### config.mk
export PLATFORM = sky130hd
export DESIGN_NAME = wb_debug_master
export DESIGN_NICKNAME = d
export VERILOG_FILES = /design/src/rtl/wb_debug_master.sv
export SDC_FILE = /design/constraint.sdc
export NUM_CORES = 1
export LEC_CHECK = 0
export BUFFER_PORTS_ARGS = -buffer_cell sky130_fd_sc_hd__buf_2
export CORE_ASPECT_RATIO = 1.25
export CORE_MARGIN = 2
export CORE_UTILIZATION = 58
export CTS_BUF_LIST = sky130_fd_sc_hd__clkbuf_8
export DETAILED_ROUTE_END_ITERATION = 7
export HOLD_SLACK_MARGIN = 0.08
export PLACE_DENSITY = 0.87
export SLEW_MARGIN = 10
export SYNTH_ARGS = -nofsm -noshare
export SYNTH_HDL_FRONTEND = slang
export SYNTH_SLANG_ARGS = --single-unit
### constraint.sdc
create_clock -name clk_i -period 5.8 [get_ports clk_i]
set_clock_uncertainty 0.2 [all_clocks]
set_input_delay 0.29 -clock clk_i [delete_from_list [all_inputs] [get_ports clk_i]]
set_output_delay 0.29 -clock clk_i [all_outputs]
set_load 0.05 [all_outputs]
### src/rtl/wb_debug_master.sv
// wb_debug_master: serial-byte-driven Wishbone initiator for host peek/poke.
// Parses 'R'/'W' packets from a UART receiver, runs one 32-bit classic
// Wishbone cycle, and streams status/read data back to a UART transmitter.
// Optional feature macro: WBDBG_TIMEOUT_EN enables the ack timeout and the
// NAK-on-timeout reply; without it the bus phase waits for ack forever.
module wb_debug_master #(
  parameter int TIMEOUT = 1024
) (
  input  logic        clk_i,
  input  logic        rst_i,
  // Wishbone initiator
  output logic [31:0] adr,
  output logic        cyc,
  output logic        stb,
  output logic        we,
  output logic [3:0]  sel,
  output logic [31:0] dat_o,
  input  logic [31:0] dat_i,
  input  logic        ack,
  input  logic        stall,
  // byte stream in/out
  input  logic [7:0]  rx_data,
  input  logic        rx_valid,
  output logic [7:0]  tx_data,
  output logic        tx_valid,
  input  logic        tx_ready,
  // status
  output logic        busy,
  output logic        dropped
);

  localparam logic [7:0] CMD_RD  = 8'h52;
  localparam logic [7:0] CMD_WR  = 8'h57;
  localparam logic [7:0] RSP_ACK = 8'h06;
  localparam logic [7:0] RSP_NAK = 8'h15;

  // Out-of-range TIMEOUT is a configuration error regardless of the build.
  if (TIMEOUT < 2 || TIMEOUT > 65535) begin : g_bad_timeout
    $error("wb_debug_master: TIMEOUT must be in 2..65535");
  end

  typedef enum logic [2:0] {
    S_IDLE,
    S_ADDR,
    S_DATA,
    S_BUS,
    S_RESP
  } state_t;

  state_t      state, state_nx;
  logic [1:0]  byte_cnt;    // position within the 4-byte address/data field
  logic        is_wr;       // packet is a write
  logic        stb_done;    // slave has accepted stb this cycle
  logic        resp_ok;     // reply starts with ACK (else NAK only)
  logic [2:0]  resp_cnt;    // reply byte being presented
  logic [2:0]  resp_last;   // index of final reply byte (0 or 4)
  logic [31:0] adr_q;
  logic [31:0] dat_q;
  logic [31:0] rd_q;
  logic        tmo_hit;     // ack wait expires this cycle
  logic        cmd_ok;

  assign cmd_ok = (rx_data == CMD_RD) || (rx_data == CMD_WR);
  assign adr    = adr_q;
  assign dat_o  = dat_q;

`ifdef WBDBG_TIMEOUT_EN
  logic [15:0] tmo_cnt;

  // Counts BUS cycles; held at zero elsewhere so it is clear on BUS entry.
  always_ff @(posedge clk_i or posedge rst_i) begin
    if (rst_i)                tmo_cnt <= '0;
    else if (state == S_BUS)  tmo_cnt <= tmo_cnt + 16'd1;
    else                      tmo_cnt <= '0;
  end

  assign tmo_hit = (tmo_cnt == 16'(TIMEOUT - 1));
`else
  assign tmo_hit = 1'b0;
`endif

  // State register.
  always_ff @(posedge clk_i or posedge rst_i) begin
    if (rst_i) state <= S_IDLE;
    else       state <= state_nx;
  end

  // Next state and bus/stream outputs. Bus strobes decode from state so an
  // asynchronous reset removes cyc/stb in the same cycle.
  always_comb begin
    state_nx = state;
    cyc      = 1'b0;
    stb      = 1'b0;
    we       = 1'b0;
    sel      = 4'h0;
    tx_valid = 1'b0;
    tx_data  = 8'h00;
    busy     = (state != S_IDLE);
    dropped  = 1'b0;
    case (state)
      S_IDLE: begin
        if (rx_valid) state_nx = cmd_ok ? S_ADDR : S_RESP;
      end
      S_ADDR: begin
        if (rx_valid && byte_cnt == 2'd3) state_nx = is_wr ? S_DATA : S_BUS;
      end
      S_DATA: begin
        if (rx_valid && byte_cnt == 2'd3) state_nx = S_BUS;
      end
      S_BUS: begin
        cyc     = 1'b1;
        stb     = !stb_done;
        we      = is_wr;
        sel     = 4'hF;
        dropped = rx_valid;
        // ack checked first: an ack in the expiry cycle is a normal completion
        if (ack || tmo_hit) state_nx = S_RESP;
      end
      S_RESP: begin
        tx_valid = 1'b1;
        dropped  = rx_valid;
        case (resp_cnt)
          3'd0:    tx_data = resp_ok ? RSP_ACK : RSP_NAK;
          3'd1:    tx_data = rd_q[31:24];
          3'd2:    tx_data = rd_q[23:16];
          3'd3:    tx_data = rd_q[15:8];
          3'd4:    tx_data = rd_q[7:0];
          default: tx_data = 8'h00;
        endcase
        if (tx_ready && resp_cnt == resp_last) state_nx = S_IDLE;
      end
      default: state_nx = S_IDLE;
    endcase
  end

  // Packet datapath: field shifting, bus handshake tracking, reply setup.
  always_ff @(posedge clk_i or posedge rst_i) begin
    if (rst_i) begin
      byte_cnt  <= '0;
      is_wr     <= 1'b0;
      stb_done  <= 1'b0;
      resp_ok   <= 1'b0;
      resp_cnt  <= '0;
      resp_last <= '0;
      adr_q     <= '0;
      dat_q     <= '0;
      rd_q      <= '0;
    end else begin
      case (state)
        S_IDLE: begin
          stb_done <= 1'b0;
          if (rx_valid) begin
            is_wr    <= (rx_data == CMD_WR);
            byte_cnt <= '0;
            resp_cnt <= '0;
            if (!cmd_ok) begin
              resp_ok   <= 1'b0;
              resp_last <= 3'd0;
            end
          end
        end
        S_ADDR: begin
          if (rx_valid) begin
            adr_q    <= {adr_q[23:0], rx_data};
            byte_cnt <= byte_cnt + 2'd1;
          end
        end
        S_DATA: begin
          if (rx_valid) begin
            dat_q    <= {dat_q[23:0], rx_data};
            byte_cnt <= byte_cnt + 2'd1;
          end
        end
        S_BUS: begin
          resp_cnt <= '0;
          if (!stall) stb_done <= 1'b1;
          if (ack) begin
            if (!is_wr) rd_q <= dat_i;
            resp_ok   <= 1'b1;
            resp_last <= is_wr ? 3'd0 : 3'd4;
          end else if (tmo_hit) begin
            resp_ok   <= 1'b0;
            resp_last <= 3'd0;
          end
        end
        S_RESP: begin
          stb_done <= 1'b0;
          if (tx_ready) resp_cnt <= resp_cnt + 3'd1;
        end
        default: ;
      endcase
    end
  end

endmodule
==> results of run 1 <==
[through the flow]
stage	worst slack, ns	total power [W]	utilization	hold WS [ns]
global placement	3.48	0.00115	0.680	0.194
detailed placement	3.39	0.00116	0.680	0.197
CTS	2.96	0.00164	0.762	0.130
floorplan	2.46	0.00108	-	0.203
global route	2.73	0.00172	0.762	0.177
finish	2.83	0.00166	0.762	0.139
[placed cells by master (no fill, tap or decap), types with 5 or more instances in the layout]
cell type        n
a21oi_1          6
clkbuf_8         9
dlygate4sd3_1   44
mux2_1           5
ha_1             6
a22o_1           6
nand2_1         11
mux2_2          93
inv_1            7
dfrtp_1        108
buf_2          127
[cell type report]
class	count	area (um2)	area share
Timing Repair Buffer	175	1110	0.185
Tap cell	95	119	0.0199
Clock inverter	7	76.3	0.0128
Sequential cell	108	2700	0.453
Clock buffer	9	124	0.0208
Inverter	7	28.8	0.00482
Multi-Input combinational cell	195	1810	0.304
[where the power goes]
group / switching (W) / total [W] / internal (W)
Sequential: 0.0000302 / 0.000800 / 0.000770
Clock: 0.000268 / 0.000470 / 0.000202
Combinational: 0.000266 / 0.000385 / 0.000120
Total: 0.000563 / 0.00166 / 0.00109
[registers in the layout, summed over array words and instances, names as in the netlist]
signal	count
dat_o	32
state	3
adr	32
resp_cnt	3
is_wr	1
rd_q	32
stb_done	1
byte_cnt	2
resp_last	1
resp_ok	1
[critical path, stage by stage (launching register included)]
cell	delay (ns)
dfrtp_1	0.51
inv_1	0.39
ha_1	0.42
a32oi_1	0.11
a311oi_1	0.35
buf_2	0.33
[kinds of logic after synthesis]
logic type / share of synthesized area
and+or+nand+nor: 0.0581
adders and majority gates: 0.0160
buffers and inverters: 0.0379
muxes: 0.239
AOI/OAI and AO/OA: 0.0672
DFF: 0.576
xor gates and xnor gates: 0.00560
[routing by layer]
layer	routed length (um)	GRT usage	vias to the layer above
met5	0	0	-
met4	271	0.0930	0
met3	668	0.0616	28
met2	5960	0.455	136
met1	4340	0.311	1643
li1	-	-	1542
[how the worst max path moves through the flow]
stage / to / depth (start not counted)
floorplan: adr[0] / 1
global placement: tx_data[2] / 5
detailed placement: tx_data[5] / 6
CTS: tx_data[5] / 6
global route: tx_data[4] / 5
finish: tx_data[4] / 5
==> flow_metrics.env, run 1 <==
export IMPL_rsz0062_at_grt="no"
export IMPL_power_leakage_nw=3.19
export IMPL_maxCapViolations=0
export IMPL_fill_cells=486
export IMPL_htree_levels=3
export IMPL_ys_ff_latch=108
export IMPL_synthTopCellsByArea="dfrtp_1, mux2_2, buf_4, ha_1, mux2_1"
export IMPL_synth_top_area_frac=0.576
export IMPL_post_cts_setup_buffers=0
export IMPL_drt_total_wl_mm=11.2
export IMPL_grt_pass1_wl_mm=18.1
export IMPL_r2r_setup_slack_ns=3.52
export IMPL_crit_start="resp_cnt[2]"
export IMPL_worst_ep_required_time_ns=5.31
export IMPL_num_rows=36
export IMPL_overflow=0
export IMPL_hold_viol=0
export IMPL_globalplace_congestion=0.788
export IMPL_relSlewSlack=0.520
export IMPL_synth_area_leader_cell="dfrtp_1"
export IMPL_r2r_end="rd_q[31]"
export IMPL_stdcell_count=596
export IMPL_area_delta_synth_final_pct=27.2
export IMPL_async_flop_share=1.00
export IMPL_pin_count=128
export IMPL_cts_inserted_buffers=9
export IMPL_drt_pre_antenna_iters=4
export IMPL_min_path_cells=3
export IMPL_yosys_most_used_dff="dfrtp_1"
export IMPL_wl_per_cell_um=18.9
export IMPL_start_util=0.599
export IMPL_grt_max_degree=61
export IMPL_antenna_diode_count=0
export IMPL_drcViolationCount=0
export IMPL_final_antenna_net_count=0
export IMPL_fmax_mhz=337
export IMPL_min_from="rx_valid"
export IMPL_ctsHoldBuffers=44
export IMPL_hold_path_class="in2reg"
export IMPL_synth_edf_count=0
export IMPL_arrival_ns=2.48
export IMPL_fin_area_um2=5970
export IMPL_die_w_um=84.5
export IMPL_dieArea_um2=8830
export IMPL_fp_dieH_um=105
export IMPL_vias=3349
export IMPL_synth_cell_area_um2=4690
export IMPL_path_max_fanout=14
export IMPL_criticalPathCategory="reg2out"
export IMPL_synth_most_common_cell="dfrtp_1"
export IMPL_min_period_over_period=0.512
export IMPL_cts_resized=0
export IMPL_status="finished, final reports clean"
export IMPL_core_um2=7840
export IMPL_netlist_instances=335
export IMPL_syn_avg_cell_area_um2=14.0
export IMPL_ys_types=48
export IMPL_ys_top_cells_by_count="dfrtp_1, mux2_2, buf_4, nand2_1, inv_1"
export IMPL_antenna_found_initial=0
export IMPL_end_kind="primary output"
export IMPL_cts_root_buf="clkbuf_8"
export IMPL_synth_warnings=0
export IMPL_drtIter0Drc=212
export IMPL_grt_pass1_vias=3598
export IMPL_ys_seq_area_frac=0.576
export IMPL_drive_above_1_share=0.489
export IMPL_r2r_start="state[0]"
export IMPL_final_nets=548
export IMPL_numPortBuffers=127
export IMPL_avgViaCountPerCell=5.62
export IMPL_dp_cells=536
export IMPL_path_clk_slew_ns=0.10
export IMPL_syn_nets=387
export IMPL_hpwl_mm=6.89
export IMPL_clock_sinks=108
export IMPL_min_to="state[0]"
export IMPL_start_kind="flop"
export IMPL_p_per_area_nw_per_um2=277
export IMPL_setup_viol=0
export IMPL_fin_crit_ns=2.97
export IMPL_placed_cell_area_um2=5330
export IMPL_cts_max_path_buffers=2
export IMPL_ir_drop_mv=0.250
export IMPL_grt_usage=0.260
export IMPL_finalSetupTns_ns=0
export IMPL_slew_viol_final=0
export IMPL_cts_tree="done"
export IMPL_reg2regPathDepth=4
export IMPL_worst_pin_slew_ns=0.720
export IMPL_clock_latency_ns=0.38
(Power assumes the default switching activity.)
==> run 2, diff against run 1 <==
--- a/config.mk
+++ b/config.mk
@@ -8,11 +8,11 @@
 export BUFFER_PORTS_ARGS = -buffer_cell sky130_fd_sc_hd__buf_2
 export CORE_ASPECT_RATIO = 1.25
 export CORE_MARGIN = 2
-export CORE_UTILIZATION = 58
+export CORE_UTILIZATION = 49
 export CTS_BUF_LIST = sky130_fd_sc_hd__clkbuf_8
 export DETAILED_ROUTE_END_ITERATION = 7
 export HOLD_SLACK_MARGIN = 0.08
-export PLACE_DENSITY = 0.87
+export PLACE_DENSITY = 0.78
 export SLEW_MARGIN = 10
 export SYNTH_ARGS = -nofsm -noshare
 export SYNTH_HDL_FRONTEND = slang
==> constraint.sdc (replaced) <==
create_clock -name clk_i -period 2.5 [get_ports clk_i]
set_clock_uncertainty 0.2 [all_clocks]
set_input_delay 0.125 -clock clk_i [delete_from_list [all_inputs] [get_ports clk_i]]
set_output_delay 0.125 -clock clk_i [all_outputs]
set_load 0.05 [all_outputs]
==> flow_metrics.env, run 2 (synthesized netlist as in run 1, its figures left out) <==
export IMPL_fmax_mhz=414
export IMPL_drcViolationCount=0
export IMPL_wl_per_cell_um=17.6
export IMPL_r2r_end="dat_o[1]"
export IMPL_finalSetupTns_ns=0
export IMPL_grt_max_degree=55
export IMPL_numPortBuffers=127
export IMPL_relSlewSlack=0.575
export IMPL_hpwl_mm=7.26
export IMPL_arrival_ns=2.09
export IMPL_globalplace_congestion=0.792
export IMPL_final_nets=560
export IMPL_hold_viol=0
export IMPL_end_kind="primary output"
export IMPL_crit_start="resp_cnt[0]"
export IMPL_antenna_found_initial=0
export IMPL_num_rows=39
export IMPL_grt_pass1_wl_mm=17.9
export IMPL_cts_inserted_buffers=9
export IMPL_dieArea_um2=10400
export IMPL_worst_pin_slew_ns=0.629
export IMPL_r2r_start="state[2]"
export IMPL_cts_max_path_buffers=2
export IMPL_core_um2=9220
export IMPL_antenna_diode_count=0
export IMPL_avgViaCountPerCell=5.38
export IMPL_reg2regPathDepth=4
export IMPL_final_common_cell="buf_2"
export IMPL_cts_tree="done"
export IMPL_overflow=0
export IMPL_drive_above_1_share=0.519
export IMPL_maxCapViolations=0
export IMPL_power_leakage_nw=3.28
export IMPL_status="finished, final reports clean"
export IMPL_clock_sinks=108
export IMPL_min_path_cells=1
export IMPL_slew_viol_final=0
export IMPL_drtIter0Drc=161
export IMPL_drt_pre_antenna_iters=4
export IMPL_pin_count=128
export IMPL_r2r_setup_slack_ns=0.42
export IMPL_final_cell_mix="buf_2, dfrtp_1, mux2_2, dlygate4sd3_1, nand2_1"
export IMPL_fp_dieH_um=113
export IMPL_min_period_over_period=0.967
export IMPL_ir_drop_mv=0.433
export IMPL_fill_cells=638
export IMPL_fin_crit_ns=2.42
export IMPL_min_to="rd_q[24]"
export IMPL_grt_pass1_vias=3621
export IMPL_grt_usage=0.220
export IMPL_criticalPathCategory="reg2out"
export IMPL_htree_levels=3
export IMPL_setup_viol=0
export IMPL_min_from="rd_q[24]"
export IMPL_power_w=0.00410
export IMPL_vias=3419
export IMPL_clock_latency_ns=0.37
export IMPL_path_clk_slew_ns=0.10
export IMPL_p_per_area_nw_per_um2=658
export IMPL_drt_total_wl_mm=11.2
export IMPL_start_util=0.509
export IMPL_path_max_fanout=8
export IMPL_cts_root_buf="clkbuf_8"
export IMPL_final_antenna_net_count=0
export IMPL_die_w_um=91.5
export IMPL_area_delta_synth_final_pct=32.6
export IMPL_worst_ep_required_time_ns=2.17
export IMPL_hold_path_class="reg2reg"
export IMPL_start_kind="flop"
## run 2: cell types whose count changed in the layout (fill, tap and decap cells not counted), moves of 3 or more
cell           before  now
nor3_2              0    4
nor3_1              4    0
clkinv_4            3    0
buf_4               4   10
buf_12              0    3
dlygate4sd3_1      44   47
## run 2: layout make-up
cell class	count	area [um2]	area share
Multi-Input combinational cell	195	1870	0.301
Clock buffer	9	124	0.0199
Tap cell	123	154	0.0247
Timing Repair Buffer	187	1240	0.199
Inverter	7	30.0	0.00483
Sequential cell	108	2700	0.434
Clock inverter	7	97.6	0.0157
## run 2: routing by layer
metal / vias to the layer above / wire length [um] / GRT usage
met5: - / 0 / 0
met4: 0 / 239 / 0.0768
met3: 21 / 752 / 0.0608
met2: 127 / 5870 / 0.379
met1: 1703 / 4310 / 0.266
li1: 1568 / - / -
## run 2: where the power goes
group	internal (W)	switching [W]	total, W
sequential	0.00179	0.0000721	0.00186
combinational	0.000387	0.000688	0.00108
clock	0.000571	0.000591	0.00116
## run 2: critical path, stage by stage, from the launching register on
cell and delay [ns]:
dfrtp_1 0.40, inv_1 0.10, ha_1 0.22, or3_1 0.42, a21oi_4 0.16, buf_12 0.14, a311oi_2 0.05, buf_2 0.23
## run 2: worst max-delay path by stage
stage,slack (ns),endpoint
6_report,0.08,tx_data[2]
5_1_grt,-0.005,tx_data[2]
4_1_cts,0.008,tx_data[2]
3_5_place_dp,0.31,tx_data[2]
3_3_place_gp,0.35,tx_data[2]
2_1_floorplan,0.03,tx_data[2]
## run 2: repair_timing
item | 4_1_cts | 5_1_grt
setup endpoints to repair | 8 | 8
buffers inserted | 0 | 1
pin swaps | 0 | 1
hold buffers | 47 | 0
endpoints found under the hold margin | 166 | 0
gates resized for setup | 3 | 2
## run 2: metrics by stage
stage | cell area, um2 | std cells | hold WS (ns) | util | worst slack, ns
finish | 6220 | 636 | 0.307 | 0.675 | 0.0820
global placement | 5490 | 572 | -0.0804 | 0.596 | 0.352
detailed placement | 5490 | 572 | -0.0830 | 0.596 | 0.308
floorplan | 4740 | 335 | 0.0377 | - | 0.0304
global route | 6220 | 636 | 0.309 | 0.675 | -0.00503
CTS | 6200 | 635 | 0.301 | 0.672 | 0.00832
